--- config.mk ---
export PLATFORM = sky130hd
export DESIGN_NAME = toggle_encoder_tx
export DESIGN_NICKNAME = d
export VERILOG_FILES = /design/src/rtl/toggle_encoder_tx.sv
export SDC_FILE = /design/constraint.sdc
export NUM_CORES = 1
export LEC_CHECK = 0
export CORE_MARGIN = 2
export CORE_UTILIZATION = 57
export CTS_CLUSTER_SIZE = 12
export DETAILED_ROUTE_END_ITERATION = 10
export PLACE_DENSITY = 0.86
export SYNTH_ARGS = -nofsm -noshare
export SYNTH_HDL_FRONTEND = slang
export SYNTH_SLANG_ARGS = --single-unit
--- constraint.sdc ---
create_clock -name clock -period 5.21 [get_ports clock]
set_input_delay 0.7815 -clock clock [delete_from_list [all_inputs] [get_ports clock]]
set_output_delay 0.7815 -clock clock [all_outputs]
set_load 0.005 [all_outputs]
--- src/rtl/toggle_encoder_tx.sv ---
// toggle_encoder_tx
//
// Serialises a parallel word onto one line using toggle (NRZI-style) encoding.
// A 1 bit toggles the line at the start of its bit period; a 0 bit holds it.
// Each frame is PREAMBLE_BITS ones followed by the DATA_W payload bits, LSB first.
// Each bit period lasts CLKS_PER_BIT clock cycles.
//
// Ports:
//   clock     in   system clock, rising edge
//   reset     in   synchronous active-high reset
//   in_valid  in   in_data is offered for transmission
//   in_ready  out  block can accept a word (idle and not in reset)
//   in_data   in   payload word, sent LSB first
//   line      out  toggle-encoded serial output (registered)
//   busy      out  a frame is in progress
//   done      out  one-cycle pulse after the last bit period ends
module toggle_encoder_tx #(
    parameter int DATA_W        = 8,
    parameter int CLKS_PER_BIT  = 4,
    parameter int PREAMBLE_BITS = 2
) (
    input  logic              clock,
    input  logic              reset,
    input  logic              in_valid,
    output logic              in_ready,
    input  logic [DATA_W-1:0] in_data,
    output logic              line,
    output logic              busy,
    output logic              done
);

    localparam int N  = PREAMBLE_BITS + DATA_W;
    localparam int CW = (CLKS_PER_BIT > 1) ? $clog2(CLKS_PER_BIT) : 1;
    localparam int BW = (N > 1) ? $clog2(N) : 1;

    localparam logic [CW-1:0] CYC_LAST = CW'(CLKS_PER_BIT - 1);
    localparam logic [BW-1:0] BIT_LAST = BW'(N - 1);
    // Bit index of the first payload bit.
    localparam logic [BW-1:0] PRE_END  = BW'(PREAMBLE_BITS);

    localparam logic [1:0] ST_IDLE     = 2'd0;
    localparam logic [1:0] ST_PREAMBLE = 2'd1;
    localparam logic [1:0] ST_DATA     = 2'd2;

    logic [1:0]        state_q, state_d;
    logic [CW-1:0]     cyc_q, cyc_d;
    logic [BW-1:0]     bit_q, bit_d;
    logic [DATA_W-1:0] sr_q, sr_d;
    logic              line_q, line_d;
    logic              done_q, done_d;
    logic [BW-1:0]     bit_next_s;

    assign bit_next_s = bit_q + BW'(1);

    // Next-state logic: frame sequencing, bit timing and line encoding.
    always_comb begin
        state_d = state_q;
        cyc_d   = cyc_q;
        bit_d   = bit_q;
        sr_d    = sr_q;
        line_d  = line_q;
        done_d  = 1'b0;
        case (state_q)
            ST_IDLE: begin
                // Bit 0 starts on the accept edge itself, so its toggle is applied now.
                if (in_valid) begin
                    cyc_d = '0;
                    bit_d = '0;
                    if (PREAMBLE_BITS > 0) begin
                        state_d = ST_PREAMBLE;
                        sr_d    = in_data;
                        line_d  = ~line_q;
                    end else begin
                        state_d = ST_DATA;
                        sr_d    = in_data >> 1;
                        line_d  = line_q ^ in_data[0];
                    end
                end else begin
                    state_d = ST_IDLE;
                end
            end
            ST_PREAMBLE, ST_DATA: begin
                if (cyc_q == CYC_LAST) begin
                    cyc_d = '0;
                    if (bit_q == BIT_LAST) begin
                        state_d = ST_IDLE;
                        done_d  = 1'b1;
                    end else begin
                        bit_d = bit_next_s;
                        // Still inside the preamble: the bit is always 1.
                        if ((state_q == ST_PREAMBLE) && (bit_next_s != PRE_END)) begin
                            line_d = ~line_q;
                        end else begin
                            state_d = ST_DATA;
                            line_d  = line_q ^ sr_q[0];
                            sr_d    = sr_q >> 1;
                        end
                    end
                end else begin
                    cyc_d = cyc_q + CW'(1);
                end
            end
            default: begin
                state_d = ST_IDLE;
            end
        endcase
    end

    // State registers with synchronous reset; reset aborts any frame silently.
    always_ff @(posedge clock) begin
        if (reset) begin
            state_q <= ST_IDLE;
            cyc_q   <= '0;
            bit_q   <= '0;
            sr_q    <= '0;
            line_q  <= 1'b0;
            done_q  <= 1'b0;
        end else begin
            state_q <= state_d;
            cyc_q   <= cyc_d;
            bit_q   <= bit_d;
            sr_q    <= sr_d;
            line_q  <= line_d;
            done_q  <= done_d;
        end
    end

    assign line     = line_q;
    assign done     = done_q;
    assign busy     = (state_q != ST_IDLE);
    assign in_ready = (state_q == ST_IDLE) && !reset;

endmodule
# Yosys cells after proc, flatten, opt, wreduce, memory -nomap -nowiden
# Cells that the tools add are included.
# word_totals
regBits	18
input_bits	11
output_inout_bits	4
word_cells	57
# classes
add_sub_neg	2
eq_ne	10
muxes	23
bitwise	4
n_reduce_logical	12
# ops
op	n
8-bit 2-to-1 mux	4
8-bit case mux with 2 select lines	1
4-bit 2-to-1 mux	3
2-bit 2-to-1 mux	5
2-bit inequality test, second input constant	4
2-bit case mux with 2 select lines	2
4-bit case mux with 2 select lines	1
1-bit 2-to-1 mux	6
5-bit AND reduction	1
4-bit by 1-bit adder with 4-bit output, second input constant	1
2-bit equality test, second input constant	2
4-bit equality test, second input constant	1
4-bit by 2-bit inequality test with 1-bit output, second input constant	1
2-bit AND reduction	2
4-bit AND reduction	1
2-bit nonzero test	2
3-bit inequality test, second input constant	1
1-bit NOT	3
3-bit OR reduction	1
2-bit by 1-bit adder with 2-bit output, second input constant	1
2-bit by 1-bit equality test with 1-bit output, second input constant	1
1-bit logical AND	2
2-bit logical NOT	1
1-bit case mux with 2 select lines	1
3 further kinds	3

# Depth between registers and ports, before layout
# Gate-level depths: netlist of run 1.
# logic_depth
word_depth	7
mapped_depth	8

# Least setup slack after synthesis of run 1
# Ideal clock, no wire load.
# synth_timing
path_type	input-to-output
start	input reset
end	output in_ready
arrival_time_ns	1.468
required_ns	4.429
path_slack_ns	2.961
path_stages	3
path_cell_list	clkbuf_1 > buf_1 > nor2_1
# synth_via
elab_chain_len	2
# synth_lines
item	line	source
from (decl)	23	input logic reset,
1-bit logical NOT	131	assign in_ready = (state_q == ST_IDLE) && !reset;
1-bit logical AND	131	
to (decl)	25	output logic in_ready,
# No other way between the ends.

# Final worst setup path of run 1
# Same ends and word-level chain as after synthesis.

==> results.json, run 1 <==
{
  "status": "finished, final reports clean",
  "p_leak_nw": 0.465,
  "power_density_mw_per_mm2": 242,
  "ys_seq_area_share_pct": 33.8,
  "diodes": 0,
  "root_buffer": "clkbuf_4",
  "setup_slack_ns": 2.05,
  "synth_top_cell_area_share_pct": 33.8,
  "pin_count": 15,
  "synth_top_flop_cell": "dfxtp_1",
  "start_util_pct": 61.0,
  "area_delta_synth_final_pct": 15.7,
  "yosysMostFrequentCell": "dfxtp_1",
  "cts_buffer_depth": 2,
  "ant_nets": 0,
  "max-slew-margin-rel_pct": 44.2,
  "fin_crit_sh_pct": 60.7,
  "cts-resized-gates": 0,
  "cap_viol_max_count": 0,
  "critPathKind": "primary input to output port",
  "drive_above_1_share_pct": 9.77,
  "clock.fmax_mhz": 316,
  "gr-usage-all-layers_pct": 21.3,
  "fp.dieW_um": 47.2,
  "yosysUniqueCellTypes": 37,
  "cp_max_fo": 21,
  "end_kind": "output port",
  "wl_per_cell_um": 13.6,
  "final_area_sq_mm": 0.00123,
  "path_delay_family": "buffers and inverters",
  "cts-buffers-inserted": 3,
  "synth.net_count": 138,
  "antenna_found_initial": 0,
  "hold_class": "flip-flop to flip-flop",
  "synth_warnings": 0,
  "synthArstFlopShare_pct": 0,
  "ys_ff_latch": 18,
  "dieArea_sq_mm": 0.00223,
  "drt_iter0_drc": 16,
  "cp.arrival_ns": 2.38,
  "hold_buffers": 0,
  "synth_top_area_cell": "dfxtp_1",
  "start_kind": "primary input",
  "nNetsFinal": 151,
  "routabilityCongestion": 0.803,
  "post-dp-hpwl_um": 1520,
  "clkTransAtPathRegs_ns": 0.11,
  "placed_area_sq_mm": 0.00120,
  "grt_pass1_vias": 827,
  "via_per_inst": 5.77,
  "drc_errors": 0,
  "required_ns": 4.43,
  "finalSetupTns_ns": 0,
  "worst-path-buf-inv": 2,
  "synth_area_leaders": "dfxtp_1 (34%), mux2i_1 (7.5%), ha_1 (7.1%)",
  "grt_pass1_wl_um": 3390,
  "htreeDepth": 1,
  "num_vias": 912,
  "cts_tree": "built",
  "clk_latency_ns": 0.30,
  "fin_crit_ns": 3.16,
  "ir_drop_uv": 133,
  "grt_overflow": 0,
  "path_cells": "clkdlybuf4s50_1 > nor2_1 > clkdlybuf4s50_1",
  "preCtsSetupSlack_ns": 2.07,
  "grt_max_degree": 22,
  "syn_avg_cell_area_sq_um": 8.80,
  "cp_common_cell": "clkdlybuf4s50_1",
  "drt_pass1_iterations": 4,
  "cts_sinks": 18,
  "slowest_stage": "clkdlybuf4s50_1",
  "routed_wl_um": 2140,
  "slowest_delay_ns": 0.83,
  "worst_pin_slew_ns": 0.834,
  "setup_viol": 0,
  "postCtsSetupBuffers": 0,
  "hold_violations": 0,
  "rows": 15,
  "fin_worst_skew_ns": 0.00900,
  "syn_inst": 121,
  "rsz0062_at_grt": "no",
  "synth_common_cells": "dfxtp_1 (18), nor2_1 (17), inv_1 (9)",
  "dieHeight_um": 47.2,
  "syn_area_sq_mm": 0.00106,
  "core_sq_mm": 0.00175,
  "slew_violations": 0,
  "synth_edf_count": 0,
  "io_buffers": 14
}
cell type report:
| class | count | area [sq um] |
|---|---|---|
| tap | 25 | 31.3 |
| fill | 137 | 513 |
| timing repair buffer | 14 | 140 |
| multi-input combinational | 88 | 631 |
| sequential | 18 | 360 |
| clock buffer | 4 | 36.3 |
| inverter | 9 | 33.8 |
placed cells by master, fill, tap and decap left out, drive strengths merged:
cell	n
o211ai	2
nor2b	3
or3b	1
nor3	2
a31oi	4
ha	6
and4	1
nand3b	2
inv	9
clkbuf	4
clkdlybuf4s50	14
mux2i	8
a21o	1
nand2b	4
or4b	1
a31o	1
and3	1
nor4b	1
a21oi	8
a32o	1
dfxtp	18
mux2	1
nor4	1
o21ai	4
o22ai	1
nor2	17
a211oi	7
nand4	1
o2111ai	1
nand3	2
nand2	6
cells by family after synthesis:
group / after synthesis / synth area share (%)
and+or+nand+nor: 43 / 22.1
DFF: 18 / 33.8
adders and majority gates: 6 / 7.05
muxes: 9 / 8.58
buffers and inverters: 15 / 6.93
AOI/OAI and AO/OA: 30 / 21.5
through the flow:
stage	std cells	hold slack (ns)	util [%]	total power, mW
floorplan	121	0.436	-	0.194
global placement	154	0.445	68.5	0.210
detailed placement	154	0.458	68.5	0.212
CTS	158	0.472	70.6	0.299
global route	158	0.489	70.6	0.310
finish	158	0.468	70.6	0.299
layer usage:
layer / part of all wire [%] / global-route usage [%] / wire length, um / vias up
li1: - / - / - / 459
met1: 45 / 25.3 / 968 / 434
met2: 50 / 36.8 / 1080 / 15
met3: 3.2 / 4.62 / 68 / 4
met4: 1.3 / 8.33 / 27 / 0
met5: 0 / 0 / 0 / -
tightest hold or removal path, cell delays in order (launching register included):
cell and delay [ns]:
dfxtp_1 0.33, nand2_1 0.05, a21oi_1 0.05
sequential cells by signal (all words and copies together) (netlist names):
register  count
sr_q          8
bit_q         4
cyc_q         2
state_q       2
done          1
line          1
report_power, final:
group	internal, mW	switching (mW)	leakage [nW]
combinational	0.0288	0.0284	0.296
clock	0.0426	0.0465	0.0210
sequential	0.147	0.00556	0.147
final timing paths:
path	startpoint	endpoint	slack [ns]	depth (start not counted)
min	cyc_q[1]	cyc_q[1]	0.47	2
max reg2reg	state_q[0]	bit_q[3]	2.81	5
min reg2reg	cyc_q[1]	cyc_q[1]	0.47	2
max	reset	in_ready	2.05	3
(Power assumes the default switching activity.)
==> run 2: changes to the inputs <==
--- a/config.mk
+++ b/config.mk
@@ -6,10 +6,10 @@
 export NUM_CORES = 1
 export LEC_CHECK = 0
 export CORE_MARGIN = 2
-export CORE_UTILIZATION = 57
+export CORE_UTILIZATION = 48
 export CTS_CLUSTER_SIZE = 12
 export DETAILED_ROUTE_END_ITERATION = 10
-export PLACE_DENSITY = 0.86
+export PLACE_DENSITY = 0.77
 export SYNTH_ARGS = -nofsm -noshare
 export SYNTH_HDL_FRONTEND = slang
 export SYNTH_SLANG_ARGS = --single-unit
==> constraint.sdc (replaced) <==
create_clock -name clock -period 2.9 [get_ports clock]
set_input_delay 0.435 -clock clock [delete_from_list [all_inputs] [get_ports clock]]
set_output_delay 0.435 -clock clock [all_outputs]
set_load 0.005 [all_outputs]
==> run 2 against run 1 <==
Net effect: wire length is 0.14% higher; die area is 17% higher; worst setup slack worse by 1.2 ns; sequential power is 80% higher; critical path type is now flip-flop to flip-flop; critical endpoint is now sr_q[0].
==> results.json, run 2 (same netlist as run 1, synthesis figures left out) <==
{
  "start_util_pct": 49.6,
  "status": "finished, final reports clean",
  "largest_reg_flops": 8,
  "cts_buffer_depth": 2,
  "path_delay_family": "compound AO/OA/AOI/OAI gates",
  "grt_max_degree": 21,
  "root_buffer": "clkbuf_4",
  "worst_pin_slew_ns": 0.426,
  "io_buffers": 14,
  "reg_top3": "sr_q: 8 flops, bit_q: 4 flops",
  "cap_viol_max_count": 0,
  "ir_drop_uv": 259,
  "final_cell_mix": "dfxtp_1 (18), nor2_1 (17), clkdlybuf4s50_1 (14)",
  "required_ns": 3.11,
  "routed_wl_um": 2150,
  "critPathKind": "flip-flop to flip-flop",
  "placed_area_sq_mm": 0.00121,
  "rows": 17,
  "slew_violations": 0,
  "cp_max_fo": 15,
  "hold_violations": 0,
  "multiInputGateArea_sq_um": 631,
  "p_leak_nw": 0.475,
  "area_delta_synth_final_pct": 17.5,
  "setup_viol": 0,
  "path_cells": "ha_1 > and4_1 > o21ai_1 > a31oi_4 > nor2_1 > a211oi_1",
  "drt_iter0_drc": 18,
  "cts_sinks": 18,
  "grt_pass1_wl_um": 3730,
  "register_area_sq_um": 360,
  "clock.fmax_mhz": 488,
  "cts-buffers-inserted": 3,
  "dieHeight_um": 51.1,
  "regMostFlops": "sr_q",
  "diodes": 0,
  "pin_count": 15,
  "dieArea_sq_mm": 0.00261,
  "start_kind": "flip-flop",
  "grt_overflow": 0,
  "clkTransAtPathRegs_ns": 0.11,
  "gr-usage-all-layers_pct": 18.9,
  "finalPower_mw": 0.535,
  "setup_slack_ns": 0.850,
  "slowest_delay_ns": 0.48,
  "final_util_pct": 58.2,
  "end_kind": "flip-flop",
  "fin_crit_ns": 2.05,
  "power_density_mw_per_mm2": 427,
  "routabilityCongestion": 0.854,
  "nFillCells": 192,
  "wl_per_cell_um": 13.2,
  "max-slew-margin-rel_pct": 71.6,
  "num_vias": 896,
  "post-dp-hpwl_um": 1530,
  "ant_nets": 0,
  "finalSetupTns_ns": 0,
  "worst-path-buf-inv": 0,
  "hold_class": "flip-flop to flip-flop",
  "layout_commonest_cell": "dfxtp_1",
  "drc_errors": 0,
  "slowest_stage": "dfxtp_1",
  "final_area_sq_mm": 0.00125,
  "htreeDepth": 1,
  "fin_worst_skew_ns": 0.00288,
  "clk_latency_ns": 0.29,
  "hold_buffers": 0,
  "grt_pass1_vias": 855,
  "preCtsSetupSlack_ns": 0.847,
  "core_sq_mm": 0.00215,
  "fin_crit_sh_pct": 70.7,
  "nNetsFinal": 153,
  "drive_above_1_share_pct": 11.1,
  "drt_pass1_iterations": 4,
  "rsz0062_at_grt": "no",
  "cts-resized-gates": 0,
  "antenna_found_initial": 0,
  "fp.dieW_um": 51.1,
  "via_per_inst": 5.50,
  "postCtsSetupBuffers": 0,
  "cp.arrival_ns": 2.26,
  "cts_tree": "built"
}
[run 2: cell types whose count changed in the layout (fill, tap and decap cells not counted), sizes merged]
cell | before | now
buf | 0 | 2
[run 2: path summary, 6_finish.rpt]
check / startpoint / slack (ns) / cells past startpoint / to
worst max-delay path: bit_q[0] / 0.85 / 6 / sr_q[0]
worst min-delay path: cyc_q[1] / 0.48 / 2 / cyc_q[1]
worst max register to register: bit_q[0] / 0.85 / 6 / sr_q[0]
worst min register to register: cyc_q[1] / 0.48 / 2 / cyc_q[1]
[run 2: where the power goes]
group	switching, mW	internal, mW
Clock	0.0806	0.0765
Sequential	0.00928	0.264
Combinational	0.0513	0.0536
[run 2: stage by stage]
stage               cells  hold WS (ns)
floorplan             121         0.436
global placement      159         0.443
detailed placement    159         0.463
CTS                   163         0.478
global route          163         0.505
finish                163         0.477
[run 2: layout make-up]
class | instances | share of cell area (%)
sequential | 18 | 28.8
inverter | 9 | 2.70
timing repair buffer | 16 | 12.4
clock buffer | 4 | 2.90
multi-input combinational | 88 | 50.4
tap | 28 | 2.80
[run 2: worst reg2reg max path, stage by stage, from the launching register on]
cell	delay [ns]
dfxtp_1	0.48
ha_1	0.38
and4_1	0.25
o21ai_1	0.11
a31oi_4	0.42
nor2_1	0.09
a211oi_1	0.24
[run 2: per-layer routing]
layer / global-route usage [%] / share of wire (%)
met5: 0 / 0
met4: 8.11 / 1.6
met3: 3.51 / 4.8
met2: 32.3 / 47
met1: 23.0 / 47
==> run 3: changes to the inputs <==
--- a/config.mk
+++ b/config.mk
@@ -6,10 +6,10 @@
 export NUM_CORES = 1
 export LEC_CHECK = 0
 export CORE_MARGIN = 2
-export CORE_UTILIZATION = 48
+export CORE_UTILIZATION = 53
 export CTS_CLUSTER_SIZE = 12
 export DETAILED_ROUTE_END_ITERATION = 10
-export PLACE_DENSITY = 0.77
+export PLACE_DENSITY = 0.81
 export SYNTH_ARGS = -nofsm -noshare
 export SYNTH_HDL_FRONTEND = slang
 export SYNTH_SLANG_ARGS = --single-unit
==> constraint.sdc (replaced) <==
create_clock -name clock -period 2.15 [get_ports clock]
set_input_delay 0.3225 -clock clock [delete_from_list [all_inputs] [get_ports clock]]
set_output_delay 0.3225 -clock clock [all_outputs]
set_load 0.005 [all_outputs]
==> run 3 against run 2 <==
Net effect: maximum frequency grew 1.6%; core utilization is 7.2 points higher; global-route usage grew 1.1 points; worst setup slack got worse by 0.72 ns; sequential power grew 35%; worst hold slack got worse by 0.0088 ns; critical path type unchanged.
==> results.json, run 3 (same netlist as run 1, synthesis figures left out) <==
{
  "largest_reg_flops": 8,
  "final_cell_mix": "dfxtp_1 (18), nor2_1 (17), clkdlybuf4s50_1 (14)",
  "grt_pass1_vias": 878,
  "fp.dieW_um": 48.8,
  "cts_buffer_depth": 2,
  "root_buffer": "clkbuf_4",
  "drt_iter0_drc": 23,
  "critPathKind": "flip-flop to flip-flop",
  "via_per_inst": 5.60,
  "end_kind": "flip-flop",
  "io_buffers": 14,
  "hold_buffers": 0,
  "cts-resized-gates": 0,
  "fin_crit_ns": 2.02,
  "final_area_sq_mm": 0.00126,
  "dieHeight_um": 48.8,
  "num_vias": 912,
  "status": "finished, final reports clean",
  "routed_wl_um": 2190,
  "cap_viol_max_count": 0,
  "switchingPower_mw": 0.191,
  "rsz0062_at_grt": "no",
  "required_ns": 2.38,
  "ant_nets": 0,
  "slew_violations": 0,
  "hold_violations": 0,
  "cts_sinks": 18,
  "power_density_mw_per_mm2": 576,
  "fin_worst_skew_ns": 0.00147,
  "cp.arrival_ns": 2.25,
  "nFillCells": 170,
  "p_seq_share_pct": 50.8,
  "final_util_pct": 65.4,
  "rows": 16,
  "wl_per_cell_um": 13.4,
  "postCtsSetupBuffers": 0,
  "routabilityCongestion": 0.871,
  "grt_overflow": 0,
  "drive_above_1_share_pct": 11.8,
  "clk_latency_ns": 0.29,
  "swShare_pct": 26.4,
  "start_kind": "flip-flop",
  "hold_class": "flip-flop to flip-flop",
  "cts_tree": "built",
  "placed_area_sq_mm": 0.00122,
  "grt_pass1_wl_um": 3710,
  "core_sq_mm": 0.00192,
  "finalSetupTns_ns": 0,
  "dieArea_sq_mm": 0.00238,
  "start_util_pct": 55.4,
  "drt_pass1_iterations": 4,
  "diodes": 0,
  "htreeDepth": 1,
  "ir_drop_uv": 438,
  "area_delta_synth_final_pct": 18.1,
  "p_clk_share_pct": 29.0,
  "p_int_mw": 0.533,
  "p_comb_share_pct": 20.2,
  "antenna_found_initial": 0,
  "regMostFlops": "sr_q",
  "clkTransAtPathRegs_ns": 0.10,
  "drc_errors": 0,
  "p_leak_nw": 0.480,
  "worst_pin_slew_ns": 0.434,
  "cp_max_fo": 8,
  "grt_max_degree": 21,
  "cts-buffers-inserted": 3,
  "clock.fmax_mhz": 496,
  "reg_top3": "sr_q: 8 flops, bit_q: 4 flops",
  "nNetsFinal": 154,
  "max-slew-margin-rel_pct": 71.1,
  "fin_crit_sh_pct": 93.8,
  "gr-usage-all-layers_pct": 20.0,
  "holdWs_ns": 0.468,
  "post-dp-hpwl_um": 1650,
  "pin_count": 15,
  "setup_viol": 0,
  "layout_commonest_cell": "dfxtp_1"
}
## run 3: changes by cell type in the layout (fill, tap and decap cells not counted), sizes merged
| cell | before | now |
|---|---|---|
| buf | 2 | 3 |
## run 3: power by group through the flow
stage	registers, mW	logic [mW]	clock network, mW
after CTS	0.368	0.146	0.221
after floorplan	0.373	0.0970	0
final	0.368	0.146	0.210
after global routing	0.371	0.161	0.233
after detailed placement	0.376	0.145	0
after global placement	0.374	0.139	0
## run 3: final cells by class
cell class,count,area [sq um],share of cell area [%]
clock buffer,4,36.3,2.89
inverter,9,33.8,2.69
multi-input combinational,88,631,50.1
sequential,18,360,28.7
tap,27,33.8,2.69
timing repair buffer,17,163,12.9
## run 3: per-layer routing
metal	up-vias	GRT usage [%]	wire, um
li1	464	-	-
met1	424	25.9	1030
met2	20	31.5	1040
met3	4	3.99	86
met4	0	10.5	25
met5	-	0	0
## run 3: through the flow
stage	setup WS (ns)	instances	total power, mW
floorplan	0.362	121	0.470
global placement	0.252	159	0.514
detailed placement	0.171	159	0.521
CTS	0.133	163	0.736
global route	0.0109	163	0.765
finish	0.133	163	0.724
## run 3: worst max-delay path, cell delays in order (launching register included)
cell and delay [ns]:
dfxtp_1 0.50, ha_1 0.38, nor2b_1 0.22, o22ai_1 0.09
a31o_2 0.22, a31oi_1 0.31, mux2i_1 0.22
## run 3: worst paths after layout
kind	to	start	depth (start not counted)	slack, ns
max	state_q[0]	bit_q[0]	6	0.13
min	cyc_q[1]	cyc_q[1]	2	0.47
max reg2reg	state_q[0]	bit_q[0]	6	0.13
min reg2reg	cyc_q[1]	cyc_q[1]	2	0.47
